--- config.mk ---
export PLATFORM = sky130hd
export DESIGN_NAME = vend_ctrl_multi
export DESIGN_NICKNAME = d
export VERILOG_FILES = /design/src/rtl/vend_pkg.sv /design/src/rtl/vend_change_gen.sv /design/src/rtl/vend_ctrl_multi.sv
export SDC_FILE = /design/constraint.sdc
export NUM_CORES = 1
export LEC_CHECK = 0
export ABC_AREA = 1
export CORE_ASPECT_RATIO = 1.25
export CORE_MARGIN = 1
export CORE_UTILIZATION = 50
export DETAILED_ROUTE_END_ITERATION = 12
export GPL_ROUTABILITY_DRIVEN = 0
export PLACE_DENSITY = 0.74
export SYNTH_ARGS = -nofsm -noshare
export SYNTH_HDL_FRONTEND = slang
export SYNTH_SLANG_ARGS = --single-unit
--- constraint.sdc ---
create_clock -name clk -period 3.8 [get_ports clk]
set_input_delay 0.95 -clock clk [delete_from_list [all_inputs] [get_ports clk]]
set_output_delay 0.95 -clock clk [all_outputs]
set_load 0.05 [all_outputs]
--- src/rtl/vend_pkg.sv ---
// Shared types and constants for the multi-item vending controller.
// All money values are in 5-cent units.
// Optional stock tracking is enabled with the VEND_STOCK_EN macro (see vend_ctrl_multi).
package vend_pkg;

    // Coin codes shared by the acceptor input and the change dispenser output.
    typedef enum logic [1:0] {
        COIN_5   = 2'd0,
        COIN_10  = 2'd1,
        COIN_25  = 2'd2,
        COIN_INV = 2'd3
    } coin_code_t;

    localparam logic [2:0] COIN_VALUE_5  = 3'd1;
    localparam logic [2:0] COIN_VALUE_10 = 3'd2;
    localparam logic [2:0] COIN_VALUE_25 = 3'd5;

    typedef enum logic [1:0] {
        ST_IDLE   = 2'd0,
        ST_CREDIT = 2'd1,
        ST_VEND   = 2'd2,
        ST_CHANGE = 2'd3
    } vend_state_t;

    // The price table covers the largest supported product count; a build
    // with fewer items simply never addresses the upper entries.
    localparam int MAX_ITEMS = 16;
    localparam logic [7:0] ITEM_PRICE [MAX_ITEMS] = '{
        8'd5,  8'd7,  8'd10, 8'd15, 8'd20, 8'd25, 8'd30, 8'd35,
        8'd40, 8'd45, 8'd50, 8'd55, 8'd60, 8'd65, 8'd70, 8'd75
    };

    // Unit value of a coin code; the invalid code is worth nothing.
    function automatic logic [2:0] coin_value(input coin_code_t c);
        case (c)
            COIN_5:  return COIN_VALUE_5;
            COIN_10: return COIN_VALUE_10;
            COIN_25: return COIN_VALUE_25;
            default: return 3'd0;
        endcase
    endfunction

    // Price lookup with a full-width index so callers of any select width
    // can zero-extend into it.
    function automatic logic [7:0] item_price(input logic [3:0] idx);
        return ITEM_PRICE[idx];
    endfunction

endpackage

--- src/rtl/vend_change_gen.sv ---
// Greedy change-coin picker: largest coin not exceeding the remaining amount.
// Purely combinational; the caller registers the result.
module vend_change_gen
    import vend_pkg::*;
#(
    parameter int CREDIT_W = 8
) (
    input  logic [CREDIT_W-1:0] amount,
    output logic [1:0]          coin
);

    // Pick 25c, then 10c, else 5c; meaningless (but harmless) when amount is 0.
    always_comb begin
        coin = COIN_5;
        if (amount >= CREDIT_W'(COIN_VALUE_25)) begin
            coin = COIN_25;
        end else if (amount >= CREDIT_W'(COIN_VALUE_10)) begin
            coin = COIN_10;
        end
    end

endmodule

--- src/rtl/vend_ctrl_multi.sv ---
// Multi-item vending controller: credit accumulation, item selection,
// greedy change return. Define VEND_STOCK_EN to add per-item stock counters
// (extra ports stock_load/stock_item/stock_val); without it stock is unlimited.
module vend_ctrl_multi
    import vend_pkg::*;
#(
    parameter int NUM_ITEMS  = 4,
    parameter int CREDIT_W   = 8,
    parameter int MAX_CREDIT = 200
) (
    input  logic                         clk,
    input  logic                         reset,
    input  logic                         coin_valid,
    input  logic [1:0]                   coin_sel,
    input  logic                         sel_valid,
    input  logic [$clog2(NUM_ITEMS)-1:0] sel_item,
    input  logic                         cancel,
    input  logic                         chg_ready,
    output logic                         coin_reject,
    output logic                         vend_valid,
    output logic [$clog2(NUM_ITEMS)-1:0] vend_item,
    output logic                         sel_deny,
    output logic                         chg_valid,
    output logic [1:0]                   chg_coin,
    output logic [CREDIT_W-1:0]          credit,
    output logic                         busy
`ifdef VEND_STOCK_EN
    ,
    input  logic                         stock_load,
    input  logic [$clog2(NUM_ITEMS)-1:0] stock_item,
    input  logic [7:0]                   stock_val
`endif
);

    localparam int SEL_W = $clog2(NUM_ITEMS);

    vend_state_t         state_reg, state_next;
    logic [CREDIT_W-1:0] credit_reg, credit_next;
    logic [SEL_W-1:0]    vend_item_reg, vend_item_next;
    logic                coin_reject_reg, coin_reject_next;
    logic                sel_deny_reg, sel_deny_next;
    logic                vend_valid_reg;
    logic                chg_valid_reg;
    logic [1:0]          chg_coin_reg;
    logic                busy_reg;

    logic [CREDIT_W-1:0] coin_val;
    logic [CREDIT_W:0]   credit_sum;
    logic                coin_ok;
    logic [CREDIT_W-1:0] sel_price;
    logic [CREDIT_W-1:0] vend_price;
    logic [CREDIT_W-1:0] chg_value;
    logic                sel_in_range;
    logic                sel_in_stock;
    logic                sel_ok;
    logic [1:0]          greedy_coin;

    // Coin acceptance: valid code and the sum stays within the credit ceiling.
    assign coin_val   = CREDIT_W'(coin_value(coin_code_t'(coin_sel)));
    assign credit_sum = {1'b0, credit_reg} + {1'b0, coin_val};
    assign coin_ok    = (coin_sel != COIN_INV) &&
                        (credit_sum <= (CREDIT_W+1)'(MAX_CREDIT));

    // Selection checks: index exists, enough credit, and item available.
    assign sel_in_range = 32'(sel_item) < 32'(NUM_ITEMS);
    assign sel_price    = CREDIT_W'(item_price(4'(sel_item)));
    assign vend_price   = CREDIT_W'(item_price(4'(vend_item_reg)));
    assign sel_ok       = sel_in_range && (credit_reg >= sel_price) && sel_in_stock;

    // Value of the coin currently offered to the dispenser.
    assign chg_value = CREDIT_W'(coin_value(coin_code_t'(chg_coin_reg)));

`ifdef VEND_STOCK_EN
    logic [NUM_ITEMS-1:0][7:0] stock_level;

    genvar gi;
    generate
        for (gi = 0; gi < NUM_ITEMS; gi++) begin : g_stock
            logic [7:0] cnt_reg;

            // Per-item counter: a load overrides the decrement of a vend in the same cycle.
            always_ff @(posedge clk) begin
                if (reset) begin
                    cnt_reg <= 8'd0;
                end else if (stock_load && (stock_item == SEL_W'(gi))) begin
                    cnt_reg <= stock_val;
                end else if (vend_valid_reg && (vend_item_reg == SEL_W'(gi)) &&
                             (cnt_reg != 8'd0)) begin
                    cnt_reg <= cnt_reg - 8'd1;
                end
            end

            assign stock_level[gi] = cnt_reg;
        end
    endgenerate

    assign sel_in_stock = sel_in_range && (stock_level[sel_item] != 8'd0);
`else
    assign sel_in_stock = 1'b1;
`endif

    // Greedy coin for the credit that will remain after this edge.
    vend_change_gen #(
        .CREDIT_W (CREDIT_W)
    ) u_change_gen (
        .amount (credit_next),
        .coin   (greedy_coin)
    );

    // Next-state, credit and pulse decisions; cancel beats selection beats coin.
    always_comb begin
        state_next       = state_reg;
        credit_next      = credit_reg;
        vend_item_next   = vend_item_reg;
        coin_reject_next = 1'b0;
        sel_deny_next    = 1'b0;
        case (state_reg)
            ST_IDLE: begin
                sel_deny_next = sel_valid;
                if (coin_valid) begin
                    if (coin_ok) begin
                        credit_next = credit_sum[CREDIT_W-1:0];
                        state_next  = ST_CREDIT;
                    end else begin
                        coin_reject_next = 1'b1;
                    end
                end
            end
            ST_CREDIT: begin
                if (cancel) begin
                    state_next       = ST_CHANGE;
                    coin_reject_next = coin_valid;
                end else if (sel_valid) begin
                    coin_reject_next = coin_valid;
                    if (sel_ok) begin
                        state_next     = ST_VEND;
                        vend_item_next = sel_item;
                    end else begin
                        sel_deny_next = 1'b1;
                    end
                end else if (coin_valid) begin
                    if (coin_ok) begin
                        credit_next = credit_sum[CREDIT_W-1:0];
                    end else begin
                        coin_reject_next = 1'b1;
                    end
                end
            end
            ST_VEND: begin
                coin_reject_next = coin_valid;
                credit_next      = credit_reg - vend_price;
                state_next       = (credit_reg != vend_price) ? ST_CHANGE : ST_IDLE;
            end
            ST_CHANGE: begin
                coin_reject_next = coin_valid;
                if (chg_ready) begin
                    credit_next = credit_reg - chg_value;
                    if (credit_reg == chg_value) begin
                        state_next = ST_IDLE;
                    end
                end
            end
            default: begin
                state_next = ST_IDLE;
            end
        endcase
    end

    // State, credit and registered outputs; outputs reflect the state being entered.
    always_ff @(posedge clk) begin
        if (reset) begin
            state_reg       <= ST_IDLE;
            credit_reg      <= '0;
            vend_item_reg   <= '0;
            coin_reject_reg <= 1'b0;
            sel_deny_reg    <= 1'b0;
            vend_valid_reg  <= 1'b0;
            chg_valid_reg   <= 1'b0;
            chg_coin_reg    <= COIN_5;
            busy_reg        <= 1'b0;
        end else begin
            state_reg       <= state_next;
            credit_reg      <= credit_next;
            vend_item_reg   <= vend_item_next;
            coin_reject_reg <= coin_reject_next;
            sel_deny_reg    <= sel_deny_next;
            vend_valid_reg  <= (state_next == ST_VEND);
            chg_valid_reg   <= (state_next == ST_CHANGE);
            chg_coin_reg    <= (state_next == ST_CHANGE) ? greedy_coin : COIN_5;
            busy_reg        <= (state_next == ST_VEND) || (state_next == ST_CHANGE);
        end
    end

    assign coin_reject = coin_reject_reg;
    assign vend_valid  = vend_valid_reg;
    assign vend_item   = vend_item_reg;
    assign sel_deny    = sel_deny_reg;
    assign chg_valid   = chg_valid_reg;
    assign chg_coin    = chg_coin_reg;
    assign credit      = credit_reg;
    assign busy        = busy_reg;

endmodule

**After elaboration in Yosys (flattened, before gate mapping)**

Memories as Yosys holds them, arrays and structs flattened.
Index checks and enable logic that the tools add are counted.
Widths: inputs -> output; s select.

- Add/sub/neg operators: 3
- Order comparisons: 6
- Equality and inequality tests: 12
- Multiplexer cells: 32
- Bitwise logic cells: 4
- Reductions and logical operators: 9

Operator list:

| kind | count |
|---|---|
| $mux 8 | 9 |
| $pmux 8 s4 | 1 |
| $mux 2 | 9 |
| $pmux 3 s3 | 2 |
| $eq 2x2->1 const B | 6 |
| $ge 5x5->1 const B | 2 |
| $not 2->5 | 2 |
| $add 8x3->9 | 1 |
| $le 9x8->1 const B | 1 |
| $eq 8x3->1 | 1 |
| $ge 8x2->1 const B | 1 |
| $ge 8x3->1 const B | 1 |
| $ge 8x8->1 | 1 |
| $mux 1 | 8 |
| $ne 8x8->1 | 1 |
| $pmux 2 s4 | 1 |
| $sub 8x3->8 | 1 |
| $sub 8x8->8 | 1 |
| $eq 2x1->1 const B | 3 |
| $logic_not 2->1 | 3 |
| $reduce_and 4->1 | 1 |
| $reduce_or 2->1 | 2 |
| $pmux 1 s3 | 1 |
| $reduce_or 3->1 | 1 |
| other kinds (5) | 6 |

- Register bits: 19
- Memory bits (read-only): 256
- Input port bits: 10
- Output and inout port bits: 17
- Word-level logic and storage cells: 78
- Memories: 2

Memories:

| name | words | width | rd ports | clocked after memory_dff | write ports | RTL line | text |
|---|---|---|---|---|---|---|---|
| (name not given) | 16 | 8 | 1 | 0 | 0 | vend_pkg.sv:46 | `return ITEM_PRICE[idx];` |
| (name not given) | 16 | 8 | 1 | 0 | 0 | vend_pkg.sv:46 |  |

**Depth between registers and ports, before layout**

Gate-level depths: netlist (run 1).

- Depth after elaboration: 13
- Mapped depth: 19
- Gate-level depth less buffers: 19

**By module**

Synthesis (run 1) repeated with hierarchy kept, for this count alone.

- Cell total of the unflattened synthesis: 305
- Area, all modules: 1884.3 um2

Modules (own cells, without submodules):

| module | instances | cells each | area an instance (um2) |
|---|---|---|---|
| vend_ctrl_multi | 1 | 296 | 1835.5 |
| vend_change_gen | 1 | 9 | 48.8 |

**Worst setup path before layout (run 1)**

OpenSTA, ideal clock, no wires.

- Path type: in2reg
- From: input coin_sel[0]
- To: register chg_coin_reg[0], in the netlist chg_coin[0]
- Arrival time: 2927 ps
- Required time: 3687 ps
- Path slack: 761 ps
- Stages: 17
- Path buffers: 0
- Cells stage by stage: inv_1 -> ha_1 -> fa_1 -> nand2_1 -> nand2_1 -> nand2_1 -> nor2_1 -> a21oi_2 -> nand3_4 -> nand2_1 -> nand3_1 -> nand2_1 -> nand2_1 -> nor2_1 -> nand3_1 -> nor2_1 -> nor2_1

- Word-level cells in the longest chain between the ends: 12
- Elaborated cells between the ends (all ways): 22
- Those cells by class: add/sub (1); order compare (3); eq/ne (4); mux (10); bitwise (1); reduce/logical (3)

Ends and longest elaborated chain:

| what | RTL line | text |
|---|---|---|
| start: declaration | vend_ctrl_multi.sv:14 | `input logic [1:0] coin_sel,` |
| $eq 2x2->1, or another cell as far along | vend_pkg.sv:35 | `case (c)` |
| $pmux 3 s3 | vend_pkg.sv:35 |  |
| $add 8x3->9 | vend_ctrl_multi.sv:60 | `assign credit_sum = {1'b0, credit_reg} + {1'b0, coin_val};` |
| $le 9x8->1 | vend_ctrl_multi.sv:62 | `(credit_sum <= (CREDIT_W+1)'(MAX_CREDIT));` |
| $logic_and 1x1->1 | vend_ctrl_multi.sv:61 | `assign coin_ok = (coin_sel != COIN_INV) &&` |
| $mux 8 | vend_ctrl_multi.sv:121, vend_ctrl_multi.sv:142 |  |
| $mux 8 | vend_ctrl_multi.sv:141 | `end else if (coin_valid) begin` |
| $mux 8 | vend_ctrl_multi.sv:133 | `end else if (sel_valid) begin` |
| $mux 8 | vend_ctrl_multi.sv:130 | `if (cancel) begin` |
| $pmux 8 s4 | vend_ctrl_multi.sv:117 | `case (state_reg)` |
| $ge 8x3->1 / $ge 8x2->1 (equally long branches) | vend_change_gen.sv:15, vend_change_gen.sv:17 |  |
| $reduce_or 3->1 (no source line) / $mux 1 (equally long branches) | n/a |  |
| end signal: assignment | vend_ctrl_multi.sv:189 | `chg_coin_reg <= (state_next == ST_CHANGE) ? greedy_coin : COIN_5;` |
| end: declaration | vend_ctrl_multi.sv:44 | `logic [1:0] chg_coin_reg;` |

Parallel ways exist; a longest one is shown, timed or not.
A chain may end at the register's enable or synchronous reset.

**Worst setup path after layout (run 1)**

Same ends and word-level chain as after synthesis.

==> results.md, run 1 <==
- TritonCTS buffer count: 3
- Fill cell total of the finished layout: 366
- Buffer levels on the longest clock path: 2
- Cell repeated most along the worst path: nand2_1
- Number of buffers inserted for hold repair after clock tree synthesis: 0
- Total Negative Setup Slacks: 0 ns
- Net Sw Power: 0.9168 mW
- Critical path data arrival time: 3.64 ns
- Number of synthesized register bits: 18
- Netlist area before placement: 1916 sq um
- Top cell family by delay on the critical path: simple AND/OR/NAND/NOR gates
- Maximum cell stage delay along the critical path: 0.48 ns
- R2r setup slk: 1.13 ns
- Area occupied by registers: 360.3 sq um
- Static leakage: 1.135 nW
- Count of H-tree levels built during CTS: 1
- Met3 Use GR: 2.559%
- Wire length reported by the detailed router: 5.483 mm
- Most used cells in the layout excluding fill and tap cells: nand2_1, inv_1, nor2_1
- Number of buffers inserted by port buffering: 26
- Sw Ratio: 55.49%
- Most common cell after layout, fill and taps aside: nand2_1
- Die height: 71.20 microns
- Synthesized area per cell: 6.043 sq um
- Area growth syn-to-layout: 20.77%
- All-Layer GR Usage: 29.48%
- Clk Latency, worst-skew pair: 0.26 ns
- Ratio of cells with drive above 1 in the final layout: 7.143%
- Diodes inserted: 0
- Final slew viol count: 0
- Relative slew slack: 49.23%
- Max Cap Violations: 0
- Setup CP Type: in -> reg
- Type of element capturing the critical path: flip-flop
- Average via count per standard cell: 5.573
- Cell chain of the critical path: clkdlybuf4s50_1 -> inv_1 -> ha_1 -> fa_1 -> nand2_1 -> nand2_1 -> nand2_2 -> o21ai_1 -> nand2_1 -> nor2_4 -> nand2_4 -> nand3_4 -> nand2_1 -> nand3_1 -> nand2_1 -> nand2_1 -> nor2_1 -> nand3_1 -> nor2_1 -> nor2_1
- Violated checks: design-rule violations
- Final Instance Count excl. Fillers: 389
- Final-report hold violation count: 0
- Final-report setup violation count: 0
- Initial standard-cell utilization of the core: 53.61%
- CP Max Fanout: 10
- Master cell of the clock root buffer: clkbuf_8
- Busiest layer in global routing: met2
- Post-DR wirelength/cell: 14.10 microns
- Synthesis warning total: 0
- Yosys cell types: 34
- Worst-path cell with the longest stage delay: clkdlybuf4s50_1
- Peak supply drop: 359.3 uV
- Maximum number of pins on one net before global-route repair: 12
- Slew at the pin closest to its max-slew limit: 0.7587 ns
- Row Count: 24
- Clock skew after layout: 0.003502 ns
- Buffers & Inverters on Critical Path: 2
- Global-route met2 utilization: 49.48%
- Clock transition time at the flip-flop clock pins of the worst setup and hold paths: 0.07 ns
- Number of placed cells counting well taps: 385
- Post-synthesis sequential area ratio: 18.81%
- Run status: finished with violations
- Hpwl dp: 4.409 mm
- Period Utilization, post-route: 91.50%
- Number of violations reported at the end of detailed-routing iteration 0: 165
- Internal power summed over all cells: 0.7354 mW
- DR DRC count: 2
- Element type at the critical path start: primary input
- Die ar.: 4084 sq um
- RSZ-0062 raised after global routing: false
- Router iterations before antenna repair: 9
- Post-Syn Instances: 317
- Met1 usage: 38.04%
- Number of cells upsized or downsized after cts: 0
- Core ar.: 3573 sq um
- Final layout net count: 378
- Post-Synthesis Net Count: 344
- Clk pwr share: 9.6%
- Number of flip-flops in the largest register: 8
- Multi-input combinational cell area: 1364 sq um
- Clock tree from TritonCTS: built
- ANT nets after route: 0
- Initial antenna violation count: 0
- # IOs: 27
- Sink Count: 18
- Grt ovf: 0
- Data required time of the worst path: 3.96 ns
- Die width: 57.36 microns
- Peak Freq: 287.6 MHz
- Logic gate share of total power: 70.6%
- First-pass GRT wire length: 9.335 mm
- Vias in the first global route: 1,987
- PD cells: 714.2 nW/um^2
- Worst min-delay path category: reg -> reg
- Minimum period implied by the final worst setup slack: 3.477 ns
- Via count: 2,168
- Setup Buffers After CTS: 0
- Fraction of power consumed by sequential logic: 19.8%
[cell type report]
cell class              instances  area share, %
multi-input cells             248          58.95
flip-flops and latches         18          15.58
repair buffers                 32          13.20
inverters                      48          7.788
clock buffers                   4          2.380
well taps                      39          2.109
[power by group through the flow]
stage	registers, mW	clock network (mW)	logic, mW
final	0.327	0.159	1.17
after global routing	0.336	0.168	1.31
after CTS	0.326	0.158	1.16
after detailed placement	0.330	0	1.15
after global placement	0.330	0	1.14
after floorplan	0.450	0	0.701
[cell families (layout without fill, tap and decap cells)]
family,Yosys count,in the layout,synth area share [%]
buffers and inverters,51,84,9.993
XOR/XNOR,4,4,1.829
AO/OA/AOI/OAI,54,54,15.87
AND/OR/NAND/NOR,173,173,41.22
adder cells (fa/ha/maj),17,17,12.28
flip-flops,18,18,18.81
[through the flow]
| step | area, sq um | setup slack (ns) | util (%) | hold slack (ns) | power (mW) |
|---|---|---|---|---|---|
| 3_3_place_gp | 2258 | 0.1702 | 63.20 | 0.4927 | 1.474 |
| 4_1_cts | 2313 | 0.3566 | 64.74 | 0.5112 | 1.642 |
| 6_report | 2313 | 0.3228 | 64.74 | 0.5163 | 1.652 |
| 3_5_place_dp | 2258 | 0.09779 | 63.20 | 0.4983 | 1.479 |
| 5_1_grt | 2313 | 0.09046 | 64.74 | 0.5587 | 1.810 |
| 2_1_floorplan | 1916 | 0.7607 | - | 0.4992 | 1.152 |
[worst register-to-register path, delay by kind of cell, from the launching register on]
family,cells,cell delay [ns]
and+or+nand+nor,16,1.58
adders and majority gates,1,0.34
DFF,1,0.65
[Yosys cell counts]
master | count | area [sq um]
inv_1 | 45 | 168.9
nor2_1 | 38 | 142.6
o21a_1 | 1 | 7.510
dfxtp_1 | 18 | 360.4
nand2_4 | 1 | 11.26
xor2_1 | 3 | 26.28
nor2_2 | 3 | 18.77
o21ai_0 | 23 | 115.1
a21boi_0 | 2 | 15.01
nor3_1 | 1 | 5.000
fa_1 | 3 | 60.06
nand2_1 | 76 | 285.3
a211oi_1 | 3 | 22.52
inv_2 | 1 | 3.750
o211ai_1 | 4 | 30.03
or2_0 | 1 | 6.260
buf_1 | 1 | 3.750
nand3_2 | 2 | 20.02
ha_1 | 14 | 175.2
clkbuf_1 | 2 | 7.510
or2_2 | 1 | 6.260
clkinv_1 | 2 | 7.510
nand2_2 | 3 | 18.77
a21oi_1 | 16 | 80.08
nand3_4 | 1 | 17.52
nand4_1 | 11 | 68.82
o21ai_1 | 1 | 5.000
xnor2_1 | 1 | 8.760
nand3_1 | 32 | 160.2
nand2b_1 | 1 | 6.260
o31ai_1 | 1 | 7.510
a31oi_1 | 2 | 12.51
nor2_4 | 2 | 22.52
a21oi_2 | 1 | 8.760
[path summary, 6_finish.rpt]
check | startpoint | end | cells after the start
hold reg to reg | vend_item[0] | vend_item[0] | 2
setup reg to reg | credit[1] | chg_coin[0] | 17
hold / removal | vend_item[0] | vend_item[0] | 2
setup / recovery | coin_sel[0] | chg_coin[0] | 20
[per-layer routing]
metal / share of wire (%) / vias to the layer above
met3: 6.0 / 11
met1: 43 / 966
met2: 48 / 78
met5: 0 / -
li1: - / 1113
met4: 3.0 / 0
Note: power is estimated with default switching activity, not from simulation.
==> run 2, diff against run 1 <==
--- a/config.mk
+++ b/config.mk
@@ -11,7 +11,7 @@
 export CORE_UTILIZATION = 50
 export DETAILED_ROUTE_END_ITERATION = 12
 export GPL_ROUTABILITY_DRIVEN = 0
-export PLACE_DENSITY = 0.74
+export PLACE_DENSITY = 0.77
 export SYNTH_ARGS = -nofsm -noshare
 export SYNTH_HDL_FRONTEND = slang
 export SYNTH_SLANG_ARGS = --single-unit
==> constraint.sdc (replaced) <==
create_clock -name clk -period 2.85 [get_ports clk]
set_input_delay 0.7125 -clock clk [delete_from_list [all_inputs] [get_ports clk]]
set_output_delay 0.7125 -clock clk [all_outputs]
set_load 0.05 [all_outputs]
==> results.md, run 2 (same netlist as run 1, synthesis figures left out) <==
- Vias in the first global route: 2,397
- Maximum number of pins on one net before global-route repair: 12
- CP Depth: 20
- Ratio of cells with drive above 1 in the final layout: 27.85%
- DR DRC count: 2
- Cell repeated most along the worst path: nand2_2
- PD cells: 953.0 nW/um^2
- Critical path startpoint: coin_sel[0]
- Diodes inserted: 0
- Launch point of the worst reg-to-reg path: credit[1]
- Capture point of the worst path: credit[7]
- Number of flip-flops in the largest register: 8
- Post-DR wirelength/cell: 14.61 microns
- Post-layout worst setup margin: 0.1190 ns
- Number of placed cells counting well taps: 418
- Most used cells in the layout excluding fill and tap cells: nand2_1, buf_4, inv_1
- Final slew viol count: 0
- Worst min-delay path category: reg -> reg
- R2R cell count: 15
- Buffer levels on the longest clock path: 2
- Clock skew after layout: 0.003524 ns
- Sink Count: 18
- Number of violations reported at the end of detailed-routing iteration 0: 140
- Finished layout cell area: 2816 sq um
- Peak Freq: 366.2 MHz
- Hpwl dp: 4.719 mm
- All-Layer GR Usage: 32.10%
- Area growth syn-to-layout: 47.03%
- CP Max Fanout: 5
- Violated checks: design-rule violations
- Wire length reported by the detailed router: 6.340 mm
- Logic gate share of total power: 76.1%
- Share of the core filled with cells: 78.82%
- Endpoint of the worst-slack reg-to-reg timing path: credit[7]
- Internal power summed over all cells: 1.291 mW
- Max Cap Violations: 0
- Final layout net count: 423
- Maximum cell stage delay along the critical path: 0.37 ns
- Via count: 2,472
- Most common cell after layout, fill and taps aside: nand2_1
- Count of H-tree levels built during CTS: 1
- Critical path data arrival time: 2.93 ns
- Clock transition time at the flip-flop clock pins of the worst setup and hold paths: 0.07 ns
- Relative slew slack: 65.27%
- Average via count per standard cell: 5.696
- Clk Latency, worst-skew pair: 0.26 ns
- Area after DPL: 2506 sq um
- Total Negative Setup Slacks: 0 ns
- Sw Ratio: 51.91%
- Net Sw Power: 1.393 mW
- Final-report setup violation count: 0
- Data required time of the worst path: 3.05 ns
- Number of buffers inserted by port buffering: 26
- Row Count: 24
- Fraction of power consumed by sequential logic: 16.1%
- Router iterations before antenna repair: 9
- Buffers & Inverters on Critical Path: 5
- Grt ovf: 0
- RSZ-0062 raised after global routing: true
- Fill cell total of the finished layout: 267
- Static leakage: 1.408 nW
- Period Utilization, post-route: 95.83%
- # IOs: 27
- TritonCTS buffer count: 3
- Element type at the critical path start: primary input
- Worst-path cell with the longest stage delay: fa_2
- Setup CP Type: in -> reg
- Type of element capturing the critical path: flip-flop
- Initial standard-cell utilization of the core: 53.61%
- Clock tree from TritonCTS: built
- Run status: finished with violations
- Core ar.: 3573 sq um
- Initial antenna violation count: 0
- Post-Place Worst Slack: -0.6330 ns
- Master cell of the clock root buffer: clkbuf_8
- Die ar.: 4084 sq um
- Clk pwr share: 7.9%
- Die height: 71.20 microns
- Die width: 57.36 microns
- First-pass GRT wire length: 10.27 mm
- Number of buffers inserted for hold repair after clock tree synthesis: 0
- Final Instance Count excl. Fillers: 434
- Peak supply drop: 611.8 uV
- Slew at the pin closest to its max-slew limit: 0.5194 ns
- Top cell family by delay on the critical path: simple AND/OR/NAND/NOR gates
- Minimum period implied by the final worst setup slack: 2.731 ns
- Final-report hold violation count: 0
- R2r setup slk: 0.20 ns
- Cell chain of the critical path: clkbuf_2 -> inv_2 -> ha_4 -> fa_2 -> nand2_2 -> nand2_4 -> nand2_1 -> nand2_1 -> nand2_2 -> nand3_4 -> buf_4 -> nand2_4 -> nand4_1 -> nand3_2 -> nand2_2 -> nand2_2 -> nor2_2 -> buf_4 -> buf_4 -> nor2_1
- ANT nets after route: 0
-- run 2: layer usage --
metal	track usage, %	routed length (microns)
met5	0	0
met3	3.473	339
met1	36.63	2481
met2	57.62	3257
met4	16.80	262
-- run 2: final cells by class --
cell class	count	area [sq um]	share of cell area, %
clock buffer	4	55.05	1.955
sequential	18	360.3	12.79
inverter	48	180.2	6.397
timing repair buffer	75	619.3	21.99
tap	39	48.80	1.733
multi-input combinational	250	1553	55.13
-- run 2: worst min path at each step --
stage                              end  cells after the start  slack [ns]          from
after floorplan               sel_deny                      1        0.50  state_reg[0]
after global placement    vend_item[0]                      2        0.50  vend_item[0]
after detailed placement  vend_item[0]                      2        0.50  vend_item[0]
after CTS                 vend_item[0]                      2        0.51  vend_item[0]
after global routing      vend_item[0]                      2        0.54  vend_item[0]
final                     vend_item[0]                      2        0.52  vend_item[0]
-- run 2: power groups by stage --
stage | clock network, mW | registers, mW | logic [mW]
floorplan | 0 | 0.600 | 0.935
global placement | 0 | 0.427 | 1.72
detailed placement | 0 | 0.427 | 1.76
CTS | 0.211 | 0.427 | 1.90
global route | 0.221 | 0.441 | 2.25
finish | 0.211 | 0.431 | 2.04
-- run 2: tightest hold or removal path, stage by stage (launching register included) --
cell     delay [ns]
dfxtp_1        0.34
nand2_1        0.08
a21oi_1        0.05
-- run 2: metrics by stage --
stage,hold slack (ns),total power [mW]
after detailed placement,0.4988,2.184
final,0.5164,2.684
after CTS,0.5127,2.540
after global placement,0.5004,2.149
after global routing,0.5407,2.909
after floorplan,0.4992,1.536
-- run 2: repair_timing --
action	in CTS	in global routing
gates cloned	2	0
setup endpoints to repair	10	6
pin swaps	19	27
buffers inserted	8	2
resized for setup	25	32
==> run 3, diff against run 2 <==
--- a/config.mk
+++ b/config.mk
@@ -7,7 +7,7 @@
 export LEC_CHECK = 0
 export ABC_AREA = 1
 export CORE_ASPECT_RATIO = 1.25
-export CORE_MARGIN = 1
+export CORE_MARGIN = 3
 export CORE_UTILIZATION = 50
 export DETAILED_ROUTE_END_ITERATION = 12
 export GPL_ROUTABILITY_DRIVEN = 0
==> results.md, run 3 (same netlist as run 1, synthesis figures left out) <==
- Diodes inserted: 0
- Static leakage: 1.414 nW
- DR DRC count: 0
- Launch point of the worst reg-to-reg path: chg_coin[0]
- First-pass GRT wire length: 10.23 mm
- Ratio of cells with drive above 1 in the final layout: 27.96%
- Critical path data arrival time: 2.99 ns
- Clock tree from TritonCTS: built
- Post-DR wirelength/cell: 15.22 microns
- Average via count per standard cell: 5.812
- Worst-path cell with the longest stage delay: fa_2
- All-Layer GR Usage: 29.20%
- Initial antenna violation count: 0
- Hold path endpoint: vend_item[0]
- PD cells: 949.1 nW/um^2
- Initial standard-cell utilization of the core: 53.61%
- Router iterations before antenna repair: 6
- Number of buffers inserted for hold repair after clock tree synthesis: 0
- Endpoint of the worst-slack reg-to-reg timing path: chg_coin[1]
- Die width: 61.36 microns
- Sink Count: 18
- Most common cell after layout, fill and taps aside: nand2_1
- Run status: finished clean
- Clk Latency, worst-skew pair: 0.25 ns
- Max Cap Violations: 0
- Peak supply drop: 485.9 uV
- Number of violations reported at the end of detailed-routing iteration 0: 218
- Die ar.: 4614 sq um
- Startpoint of the tightest hold check path: vend_item[0]
- ANT nets after route: 0
- TritonCTS buffer count: 3
- Clock skew after layout: 0.001655 ns
- Number of buffers inserted by port buffering: 26
- Final slew viol count: 0
- Slew at the pin closest to its max-slew limit: 0.5562 ns
- CP Max Fanout: 5
- Type of element capturing the critical path: flip-flop
- Hpwl dp: 4.671 mm
- Total power: 2.683 mW
- Maximum cell stage delay along the critical path: 0.37 ns
- Most used cells in the layout excluding fill and tap cells: nand2_1, buf_4, inv_1
- Fill cell total of the finished layout: 255
- Final-report setup violation count: 0
- WHS Path Cells: 2
- Minimum period implied by the final worst setup slack: 2.809 ns
- Setup CP Type: in -> reg
- Die height: 75.20 microns
- Final layout net count: 425
- Via count: 2,534
- Cell repeated most along the worst path: nand2_1
- Row Count: 24
- Area growth syn-to-layout: 47.55%
- Number of flip-flops in the largest register: 8
- Peak Freq: 356.0 MHz
- R2R cell count: 15
- Worst min-delay path category: reg -> reg
- Number of placed cells counting well taps: 420
- Multi-input combinational cell area: 1543 sq um
- Clock transition time at the flip-flop clock pins of the worst setup and hold paths: 0.07 ns
- Cell chain of the critical path: buf_2 -> inv_2 -> ha_4 -> fa_2 -> nand2_2 -> nand2_4 -> nand2_1 -> nand2_1 -> nor2_4 -> nand2_4 -> nand3_4 -> nand2_1 -> o211ai_1 -> nand2_1 -> a21oi_2 -> buf_4 -> nand3_1 -> nor2_1
- # IOs: 27
- Element type at the critical path start: primary input
- Final Instance Count excl. Fillers: 436
- Buffer levels on the longest clock path: 2
- Relative slew slack: 62.78%
- Critical path startpoint: coin_sel[0]
- Area occupied by registers: 361.6 sq um
- Count of H-tree levels built during CTS: 1
- Vias in the first global route: 2,322
- Wire length reported by the detailed router: 6.636 mm
- R2r setup slk: 0.20 ns
- Period Utilization, post-route: 98.56%
- Core ar.: 3573 sq um
- Data required time of the worst path: 3.04 ns
- Grt ovf: 0
- Final-report hold violation count: 0
- Maximum number of pins on one net before global-route repair: 12
- Master cell of the clock root buffer: clkbuf_8
[run 3: power breakdown]
group	switching, mW	total [mW]	internal [mW]	leakage [nW]
logic	1.21	2.05	0.835	1.24
registers	0.112	0.426	0.314	0.148
clock network	0.0864	0.209	0.123	0.0288
[run 3: how the worst max path moves through the flow]
stage	endpoint	slack (ns)	depth (start not counted)
floorplan	chg_coin[0]	0.05	17
global placement	chg_coin[1]	-0.58	18
detailed placement	chg_coin[1]	-0.64	18
CTS	chg_coin[0]	0.01	17
global route	chg_coin[1]	-0.04	19
finish	chg_coin[0]	0.04	18
[run 3: layout make-up]
class                           count  share of cell area (%)
Sequential cell                    18                   12.79
Timing Repair Buffer               77                   22.58
Tap cell                           39                   1.726
Clock buffer                        4                   1.948
Multi-Input combinational cell    250                   54.58
Inverter                           48                   6.375
[run 3: through the flow]
stage	setup TNS (ns)	instance area (sq um)	hold WS, ns	utilization (%)	setup WS [ns]
after global routing	-0.07623	2826	0.5544	79.10	-0.04451
after CTS	0	2714	0.5297	75.95	0.01161
after global placement	-4.156	2521	0.5026	70.55	-0.5773
after floorplan	0	1916	0.4992	-	0.04823
final	0	2826	0.5355	79.10	0.04093
after detailed placement	-4.711	2521	0.5172	70.55	-0.6356
[run 3: worst max-delay path: cells and delay by family]
kind            cells  cell delay, ns
fa+ha+maj           2            0.53
buf+inv             3            0.31
simple gates       11            1.18
compound gates      2            0.25
[run 3: what timing repair did]
| item | in CTS | in global routing |
|---|---|---|
| resized for setup | 31 | 29 |
| setup endpoints to repair | 9 | 4 |
| endpoints found under the hold margin | 0 | 0 |
| gates cloned | 2 | 0 |
| pin swaps | 17 | 21 |
| setup buffers | 5 | 5 |
[run 3: per-layer routing]
layer,routed length [microns],vias to the layer above,part of all wire (%),track usage [%]
met1,2623,1162,40,34.99
met2,3341,136,50,52.71
met5,0,-,0,0
met4,215,0,3.2,10.14
li1,-,1213,-,-
met3,454,23,6.8,3.431
